==> src/rtl/muldiv_seq.sv <==
// Iterative multiply/divide unit owning the HI/LO pair: 32-step shift-add multiply or
// restoring divide, MTHI/MTLO writes, stall request for dependent accesses, flush abort.
module muldiv_seq (
   input  logic        clk,
   input  logic        rst,
   input  logic        start,
   input  logic [2:0]  op,
   input  logic [31:0] opnd_a,
   input  logic [31:0] opnd_b,
   input  logic        rd_req,
   input  logic        flush,
   output logic [31:0] hi,
   output logic [31:0] lo,
   output logic        busy,
   output logic        stall_req,
   output logic        done,
   output logic        div_by_zero
);

   localparam int unsigned W  = 32;
   localparam int unsigned CW = 6;

   localparam logic [2:0] OP_MULT  = 3'b000;
   localparam logic [2:0] OP_MULTU = 3'b001;
   localparam logic [2:0] OP_DIV   = 3'b010;
   localparam logic [2:0] OP_DIVU  = 3'b011;
   localparam logic [2:0] OP_MTHI  = 3'b100;
   localparam logic [2:0] OP_MTLO  = 3'b101;

   typedef enum logic [2:0] {
      S_IDLE,
      S_MUL,
      S_DIV,
      S_FIX,
      S_DONE
   } state_e;

   state_e          state_q;
   logic [CW-1:0]   cnt_q;
   logic [W-1:0]    a_mag_q;
   logic [W-1:0]    b_mag_q;
   logic [W-1:0]    a_raw_q;
   logic [W-1:0]    acc_hi_q;
   logic [W-1:0]    acc_lo_q;
   logic            neg_q;
   logic            rem_neg_q;
   logic            is_div_q;
   logic            dbz_q;
   logic [W-1:0]    hi_q;
   logic [W-1:0]    lo_q;
   logic            busy_q;
   logic            done_q;
   logic            dbz_out_q;

   logic            signed_op_c;
   logic            is_mul_op_c;
   logic            is_div_op_c;
   logic [W-1:0]    a_mag_c;
   logic [W-1:0]    b_mag_c;
   logic [W:0]      mul_sum_c;
   logic [W:0]      div_sh_c;
   logic            div_ge_c;
   logic [W-1:0]    div_rem_c;
   logic [2*W-1:0]  prod_fix_c;
   logic [W-1:0]    quo_fix_c;
   logic [W-1:0]    rem_fix_c;

   // Operand decode and magnitude extraction; INT_MIN maps onto itself as an unsigned magnitude.
   assign signed_op_c = (op == OP_MULT) || (op == OP_DIV);
   assign is_mul_op_c = (op == OP_MULT) || (op == OP_MULTU);
   assign is_div_op_c = (op == OP_DIV)  || (op == OP_DIVU);
   assign a_mag_c     = (signed_op_c && opnd_a[W-1]) ? W'(~opnd_a + W'(1)) : opnd_a;
   assign b_mag_c     = (signed_op_c && opnd_b[W-1]) ? W'(~opnd_b + W'(1)) : opnd_b;

   // One shift-add multiply step: {acc_hi, acc_lo} holds partial product and remaining multiplier.
   assign mul_sum_c = acc_lo_q[0] ? ({1'b0, acc_hi_q} + {1'b0, a_mag_q}) : {1'b0, acc_hi_q};

   // One restoring divide step: acc_hi is the remainder, acc_lo shifts dividend out / quotient in.
   assign div_sh_c  = {acc_hi_q, acc_lo_q[W-1]};
   assign div_ge_c  = div_sh_c >= {1'b0, b_mag_q};
   assign div_rem_c = div_ge_c ? W'(div_sh_c - {1'b0, b_mag_q}) : div_sh_c[W-1:0];

   assign prod_fix_c = neg_q     ? (2*W)'(~{acc_hi_q, acc_lo_q} + (2*W)'(1)) : {acc_hi_q, acc_lo_q};
   assign quo_fix_c  = neg_q     ? W'(~acc_lo_q + W'(1)) : acc_lo_q;
   assign rem_fix_c  = rem_neg_q ? W'(~acc_hi_q + W'(1)) : acc_hi_q;

   always_ff @(posedge clk) begin
      if (!rst) begin
         state_q   <= S_IDLE;
         cnt_q     <= '0;
         a_mag_q   <= '0;
         b_mag_q   <= '0;
         a_raw_q   <= '0;
         acc_hi_q  <= '0;
         acc_lo_q  <= '0;
         neg_q     <= 1'b0;
         rem_neg_q <= 1'b0;
         is_div_q  <= 1'b0;
         dbz_q     <= 1'b0;
         hi_q      <= '0;
         lo_q      <= '0;
         busy_q    <= 1'b0;
         done_q    <= 1'b0;
         dbz_out_q <= 1'b0;
      end else begin
         done_q    <= 1'b0;
         dbz_out_q <= 1'b0;
         if (flush) begin
            state_q <= S_IDLE;
            busy_q  <= 1'b0;
         end else begin
            unique case (state_q)
               S_IDLE, S_DONE: begin
                  state_q <= S_IDLE;
                  busy_q  <= 1'b0;
                  if (start && (is_mul_op_c || is_div_op_c)) begin
                     state_q   <= is_div_op_c ? S_DIV : S_MUL;
                     busy_q    <= 1'b1;
                     cnt_q     <= '0;
                     a_mag_q   <= a_mag_c;
                     b_mag_q   <= b_mag_c;
                     a_raw_q   <= opnd_a;
                     is_div_q  <= is_div_op_c;
                     dbz_q     <= (opnd_b == '0);
                     neg_q     <= signed_op_c && (opnd_a[W-1] ^ opnd_b[W-1]);
                     rem_neg_q <= signed_op_c && opnd_a[W-1];
                     acc_hi_q  <= '0;
                     acc_lo_q  <= is_div_op_c ? a_mag_c : b_mag_c;
                  end else if (start && (op == OP_MTHI)) begin
                     hi_q <= opnd_a;
                  end else if (start && (op == OP_MTLO)) begin
                     lo_q <= opnd_a;
                  end
               end
               S_MUL: begin
                  acc_hi_q <= mul_sum_c[W:1];
                  acc_lo_q <= {mul_sum_c[0], acc_lo_q[W-1:1]};
                  cnt_q    <= cnt_q + CW'(1);
                  if (cnt_q == CW'(31)) state_q <= S_FIX;
               end
               S_DIV: begin
                  if (!dbz_q) begin
                     acc_hi_q <= div_rem_c;
                     acc_lo_q <= {acc_lo_q[W-2:0], div_ge_c};
                  end
                  cnt_q <= cnt_q + CW'(1);
                  if (cnt_q == CW'(31)) state_q <= S_FIX;
               end
               S_FIX: begin
                  state_q   <= S_DONE;
                  busy_q    <= 1'b0;
                  done_q    <= 1'b1;
                  dbz_out_q <= is_div_q && dbz_q;
                  if (!is_div_q) begin
                     hi_q <= prod_fix_c[2*W-1:W];
                     lo_q <= prod_fix_c[W-1:0];
                  end else if (dbz_q) begin
                     hi_q <= a_raw_q;
                     lo_q <= '1;
                  end else begin
                     hi_q <= rem_fix_c;
                     lo_q <= quo_fix_c;
                  end
               end
               default: begin
                  state_q <= S_IDLE;
                  busy_q  <= 1'b0;
               end
            endcase
         end
      end
   end

   assign hi          = hi_q;
   assign lo          = lo_q;
   assign busy        = busy_q;
   assign done        = done_q;
   assign div_by_zero = dbz_out_q;
   assign stall_req   = busy_q & (start | rd_req);

endmodule

==> config.mk <==
export PLATFORM = sky130hd
export DESIGN_NAME = muldiv_seq
export DESIGN_NICKNAME = d
export VERILOG_FILES = /design/src/rtl/muldiv_seq.sv
export SDC_FILE = /design/constraint.sdc
export NUM_CORES = 1
export LEC_CHECK = 0
export BUFFER_PORTS_ARGS = -buffer_cell sky130_fd_sc_hd__clkbuf_2
export CAP_MARGIN = 15
export CORE_MARGIN = 2
export CORE_UTILIZATION = 45
export CTS_CLUSTER_SIZE = 10
export DETAILED_ROUTE_END_ITERATION = 8
export GPL_TIMING_DRIVEN = 0
export SLEW_MARGIN = 20
export SYNTH_ARGS = -nofsm -noshare
export SYNTH_HDL_FRONTEND = slang
export SYNTH_SLANG_ARGS = --single-unit
==> constraint.sdc <==
create_clock -name clk -period 10.4 [get_ports clk]
set_input_delay 0.52 -clock clk [delete_from_list [all_inputs] [get_ports clk]]
set_output_delay 0.52 -clock clk [all_outputs]
set_load 0.01 [all_outputs]
# --- After elaboration in Yosys (flattened, before gate mapping) ---
# Index checks and enable logic that the tools add are counted.
classes:
  n_lt_le_gt_ge: 1
  add_sub_neg: 8
  n_eq_ne: 17
  n_reduce_logical: 26
  n_mux: 34
  bitwise_logic: 11
ops:
  columns: ["op", "n"]
  rows:
  - ["32-bit 2-to-1 mux", 19]
  - ["32-bit case mux with 3 select lines", 2]
  - ["32-bit by 1-bit adder with 32-bit output (second input constant)", 4]
  - ["32-bit inverter", 4]
  - ["32-bit case mux with 2 select lines", 2]
  - ["64-bit by 1-bit adder with 64-bit output (second input constant)", 1]
  - ["64-bit 2-to-1 mux", 1]
  - ["64-bit inverter", 1]
  - ["32-bit by 32-bit adder with 33-bit output", 1]
  - ["33-bit by 32-bit >= comparator with 1-bit output", 1]
  - ["33-bit 2-to-1 mux", 1]
  - ["32-bit zero test", 1]
  - ["32-bit subtractor", 1]
  - ["3-bit by 2-bit equality test with 1-bit output (second input constant)", 4]
  - ["2-bit inequality test (second input constant)", 6]
  - ["6-bit case mux with 2 select lines", 1]
  - ["3-bit equality test (second input constant)", 3]
  - ["3-bit case mux with 3 select lines", 1]
  - ["4-bit AND reduction", 2]
  - ["1-bit logical AND", 7]
  - ["6-bit by 1-bit adder with 6-bit output (second input constant)", 1]
  - ["3-bit by 1-bit equality test with 1-bit output (second input constant)", 2]
  - ["6-bit by 5-bit equality test with 1-bit output (second input constant)", 1]
  - ["3-bit zero test", 2]
  - ["other kinds (17)", 28]
word_totals:
  elab_cells: 113
  ff_bits: 240

# --- Depth between registers and ports, before layout ---
logic_depth:
  depth_word: 7
  depth_mapped: 13
  depth_no_buf: 13

# --- Worst setup path before layout ---
# Ideal clock, no wire load.
synth_timing:
  kind: "reg2reg"
  start: "register b_mag_q[14]"
  end: "register acc_hi_q[16]"
  path_stages_with_launch: 14
  synth_period_minus_slack_ns: 3.338
  required_ns: 10.276
  path_slack_ns: 7.062
  n_path_buf: 2
  t_arrival_ns: 3.213
  cell_sequence: "dfxtp_1 -> inv_1 -> ha_1 -> clkbuf_1 -> a21oi_1 -> nor2b_1 -> or4_1 -> a211oi_1 -> nor4b_1 -> o21ai_1 -> buf_2 -> mux2_2 -> nand2_1 -> a21oi_1"
synth_via:
  elab_chain_len: 4
  elab_cells_between_ends: 5
  classes_between: "add/sub (1); order compare (1); mux (3)"
synth_rtl:
  columns: ["element", "line", "text"]
  rows:
  - ["start: declaration", "41", "logic [W-1:0] b_mag_q;"]
  - ["start signal: assignment", "121", "b_mag_q <= b_mag_c;"]
  - ["32-bit subtractor or 33-bit by 32-bit >= comparator with 1-bit output (tied branches)", "81, 80", null]
  - ["32-bit 2-to-1 mux (*)", "81", "assign div_rem_c = div_ge_c ? W'(div_sh_c - {1'b0, b_mag_q}) : div_sh_c[W-1:0];"]
  - ["32-bit 2-to-1 mux (*)", "142", "if (!dbz_q) begin"]
  - ["32-bit case mux with 3 select lines (*)", "112", "unique case (state_q)"]
  - ["end signal: assignment", "136", "acc_hi_q <= mul_sum_c[W:1];"]
  - ["end signal: assignment", "143", "acc_hi_q <= div_rem_c;"]
  - ["end: declaration", "43", "logic [W-1:0] acc_hi_q;"]
# Every way passes the cells marked *; elsewhere a longest branch is shown, timed or not. The select of a mux whose other input is x is not followed.
# A chain may end at the register's enable or synchronous reset.

# --- Final worst setup path ---
layout_timing:
  start: "register acc_lo_q[31]"
  end: "register acc_hi_q[29]"
layout_via:
  elab_chain_len: 4
  elab_cells_between_ends: 5
  classes_between: "add/sub (1); order compare (1); mux (3)"
layout_rtl:
  columns: ["element", "line", "text"]
  rows:
  - ["start: declaration", "44", "logic [W-1:0] acc_lo_q;"]
  - ["start signal: assignment", "128", "acc_lo_q <= is_div_op_c ? a_mag_c : b_mag_c;"]
  - ["start signal: assignment", "137", "acc_lo_q <= {mul_sum_c[0], acc_lo_q[W-1:1]};"]
  - ["start signal: assignment", "144", "acc_lo_q <= {acc_lo_q[W-2:0], div_ge_c};"]
  - ["32-bit subtractor or 33-bit by 32-bit >= comparator with 1-bit output (tied branches)", "81, 80", null]
  - ["32-bit 2-to-1 mux (*)", "81", null]
  - ["32-bit 2-to-1 mux (*)", "142", null]
  - ["32-bit case mux with 3 select lines (*)", "112", null]
# Marks and branches as above.

==> out/metrics.yaml <==
layout.area.seq_um2: 4785
seq_area_frac_synth: 0.2675
p_leak_uw: 0.007637
r2r_cells: 12
drive_above_1_share: 0.08073
initial_core_util: 0.4533
synth_common_cells: "nand2_1, dfxtp_1, a21oi_1, clkbuf_1, nor2_1"
place_congestion: 1.037
hold_class: "input port to register"
postCtsSetupBuffers: 0
cp-start-kind: "register"
drt_iter0_drc: 2575
clockBufferDepth: 3
h-tree-depth: 1
p_seq_frac: 0.345
synth_edf_count: 0
clkTransAtPathRegs_ns: 0.06
worstMarginPinSlew_ns: 1.186
cp-end-kind: "register"
yosys_most_used_dff: "dfxtp_1"
criticalPathCategory: "register to register"
grt_pass1_wl_um: 124000
dieArea_um2: 41360
slew_headroom: 0.2092
syn_area_per_cell_um2: 7.401
synth_cell_types: 79
maxCapViolations: 0
synth_area_leader_cell: "dfxtp_1"
final.setup.tns_ns: 0
routed_wl_um: 85630
hold_depth: 3
period_share: 0.4717
outcome: "finished, final reports clean"
finalHoldViolCount: 0
die_w_um: 203.4
p_sw_uw: 1075
die_y_um: 203.4
grt_pass1_vias: 18720
synth_fp_nets: 2560
ios: 140
synthCells: 2417
setup_violations: 0
ctsResizeCount: 0
power_uw: 2925
skew_ns: 0.02619
core_area_um2: 39460
drv_slew: 0
hold_buffers: 0
yosysMostFrequentCell: "nand2_1"
portBuffers: 126
clkSinkCount: 239
post-route-min-period_ns: 4.906
hold_slack_ns: 0.2892
p_clk_frac: 0.352
fillers: 4056
drcViolationCount: 0
power_frac_comb: 0.303
synth_top_area_share: 0.2675
num_vias: 20190
fp-row-count: 73
grtUsageTotal: 0.4050
syn_area_um2: 17890
synth-warning-count: 0
max_freq_mhz: 203.8
grt_max_degree: 15
p_int_uw: 1850
wl_per_cell_um: 27.50
cts_buffers: 30
drt-pass1-iter-count: 8
ant_nets: 0
yosys-top-cells-area: "dfxtp_1, a21oi_1, xnor2_1"
switching_share: 0.3675
area_growth_syn_to_layout_pct: 12.44
power.density_nw_per_um2: 145.5
crit_fanout: 10
async_reset_ff_frac: 0
cts_root_buf: "clkbuf_16"
rsz0062_at_grt: "false"
antenna_found_initial: 0
via_per_inst: 6.484
crit_required_ns: 10.93
antenna_cells: 0
multiInputGateArea_um2: 12040
ys_ff_latch: 239
insertion_delay_ns: 0.61
peakVddDrop_uv: 138.9
cts_tree: "yes"
cp.arrival_ns: 5.44
fin_nets: 2720
gr-total-overflow: 0
hpwl_um: 67710
## power by group through the flow
stage	Combinational [µW]	Sequential (µW)	Clock (µW)
global route	942	1010	1070
detailed placement	851	1030	0
global placement	847	1020	0
floorplan	570	1000	0
CTS	857	1010	1030
finish	887	1010	1030
## cell usage in the layout, fill, tap and decap left out, types with 31 or more instances in the layout
cell       instances
a211oi_1          80
a21oi_1          237
a31oi_1           37
clkbuf_1         199
clkbuf_16         31
clkbuf_2         127
dfxtp_1          239
ha_1              69
inv_1             64
mux2i_1           57
nand2_1          259
nand3_1           80
nand4_1           31
nor2_1           188
nor3_1            45
o21ai_0          163
o221ai_1          32
o31ai_1           33
xnor2_1          119
xor2_1            63
## worst paths after layout
check / slack (ns) / start / end
worst min register to register: 0.45 / lo[4] / lo[4]
worst min-delay path: 0.29 / opnd_a[18] / a_raw_q[18]
worst max register to register: 5.49 / acc_lo_q[31] / acc_hi_q[29]
worst max-delay path: 5.49 / acc_lo_q[31] / acc_hi_q[29]
## flip-flops by register name, indices dropped and copies added (netlist names), 3 cells and up
name,count
a_mag_q,32
acc_hi_q,32
acc_lo_q,32
b_mag_q,32
hi,32
lo,32
a_raw_q,31
cnt_q,6
state_q,3
## cells by family (layout without fill, tap and decap cells)
family / Yosys count / in the layout / synth area share
AO/OA/AOI/OAI: 815 / 815 / 0.2939
AND/OR/NAND/NOR: 764 / 764 / 0.2010
buffers and inverters: 280 / 452 / 0.06037
flip-flops: 239 / 239 / 0.2675
XOR/XNOR: 182 / 182 / 0.08912
adder cells (fa/ha/maj): 71 / 71 / 0.05050
multiplexers: 66 / 66 / 0.03756
## worst max-delay path: stages (launching register included)
cell	delay (ns)
dfxtp_1	0.44
inv_1	0.20
ha_1	0.30
nor2b_1	0.18
o2111ai_1	0.15
nand2_1	0.23
a211oi_1	0.15
nor4b_1	0.76
o21ai_1	0.54
buf_2	0.40
nor2_1	0.85
nand3_1	0.38
a31oi_1	0.24
## final cells by class
class,count,area share
clock inverters,6,0.004106
multi-input cells,1898,0.5987
clock buffers,38,0.04087
flip-flops and latches,239,0.2379
repair buffers,128,0.03210
well taps,525,0.03266
inverters,65,0.01213
plain buffers,215,0.04156
## routing by layer
metal	track usage	part of all wire	vias to the layer above	wire length, µm
met4	0.2278	0.064	0	5521
met3	0.07191	0.10	237	8964
met2	0.5923	0.41	1163	35080
met1	0.5601	0.42	9607	36070
met5	0	0	-	0
li1	-	-	9183	-
## per-stage QoR
stage / util / instance area [µm²] / setup WS, ns / instances
after floorplan: - / 17890 / 7.062 / 2417
after global placement: 0.4860 / 19170 / 5.108 / 3068
after detailed placement: 0.4868 / 19210 / 5.725 / 3070
after CTS: 0.5097 / 20110 / 5.679 / 3114
after global routing: 0.5097 / 20110 / 5.446 / 3114
final: 0.5097 / 20110 / 5.494 / 3114
Note: power is estimated with default switching activity, not from simulation.
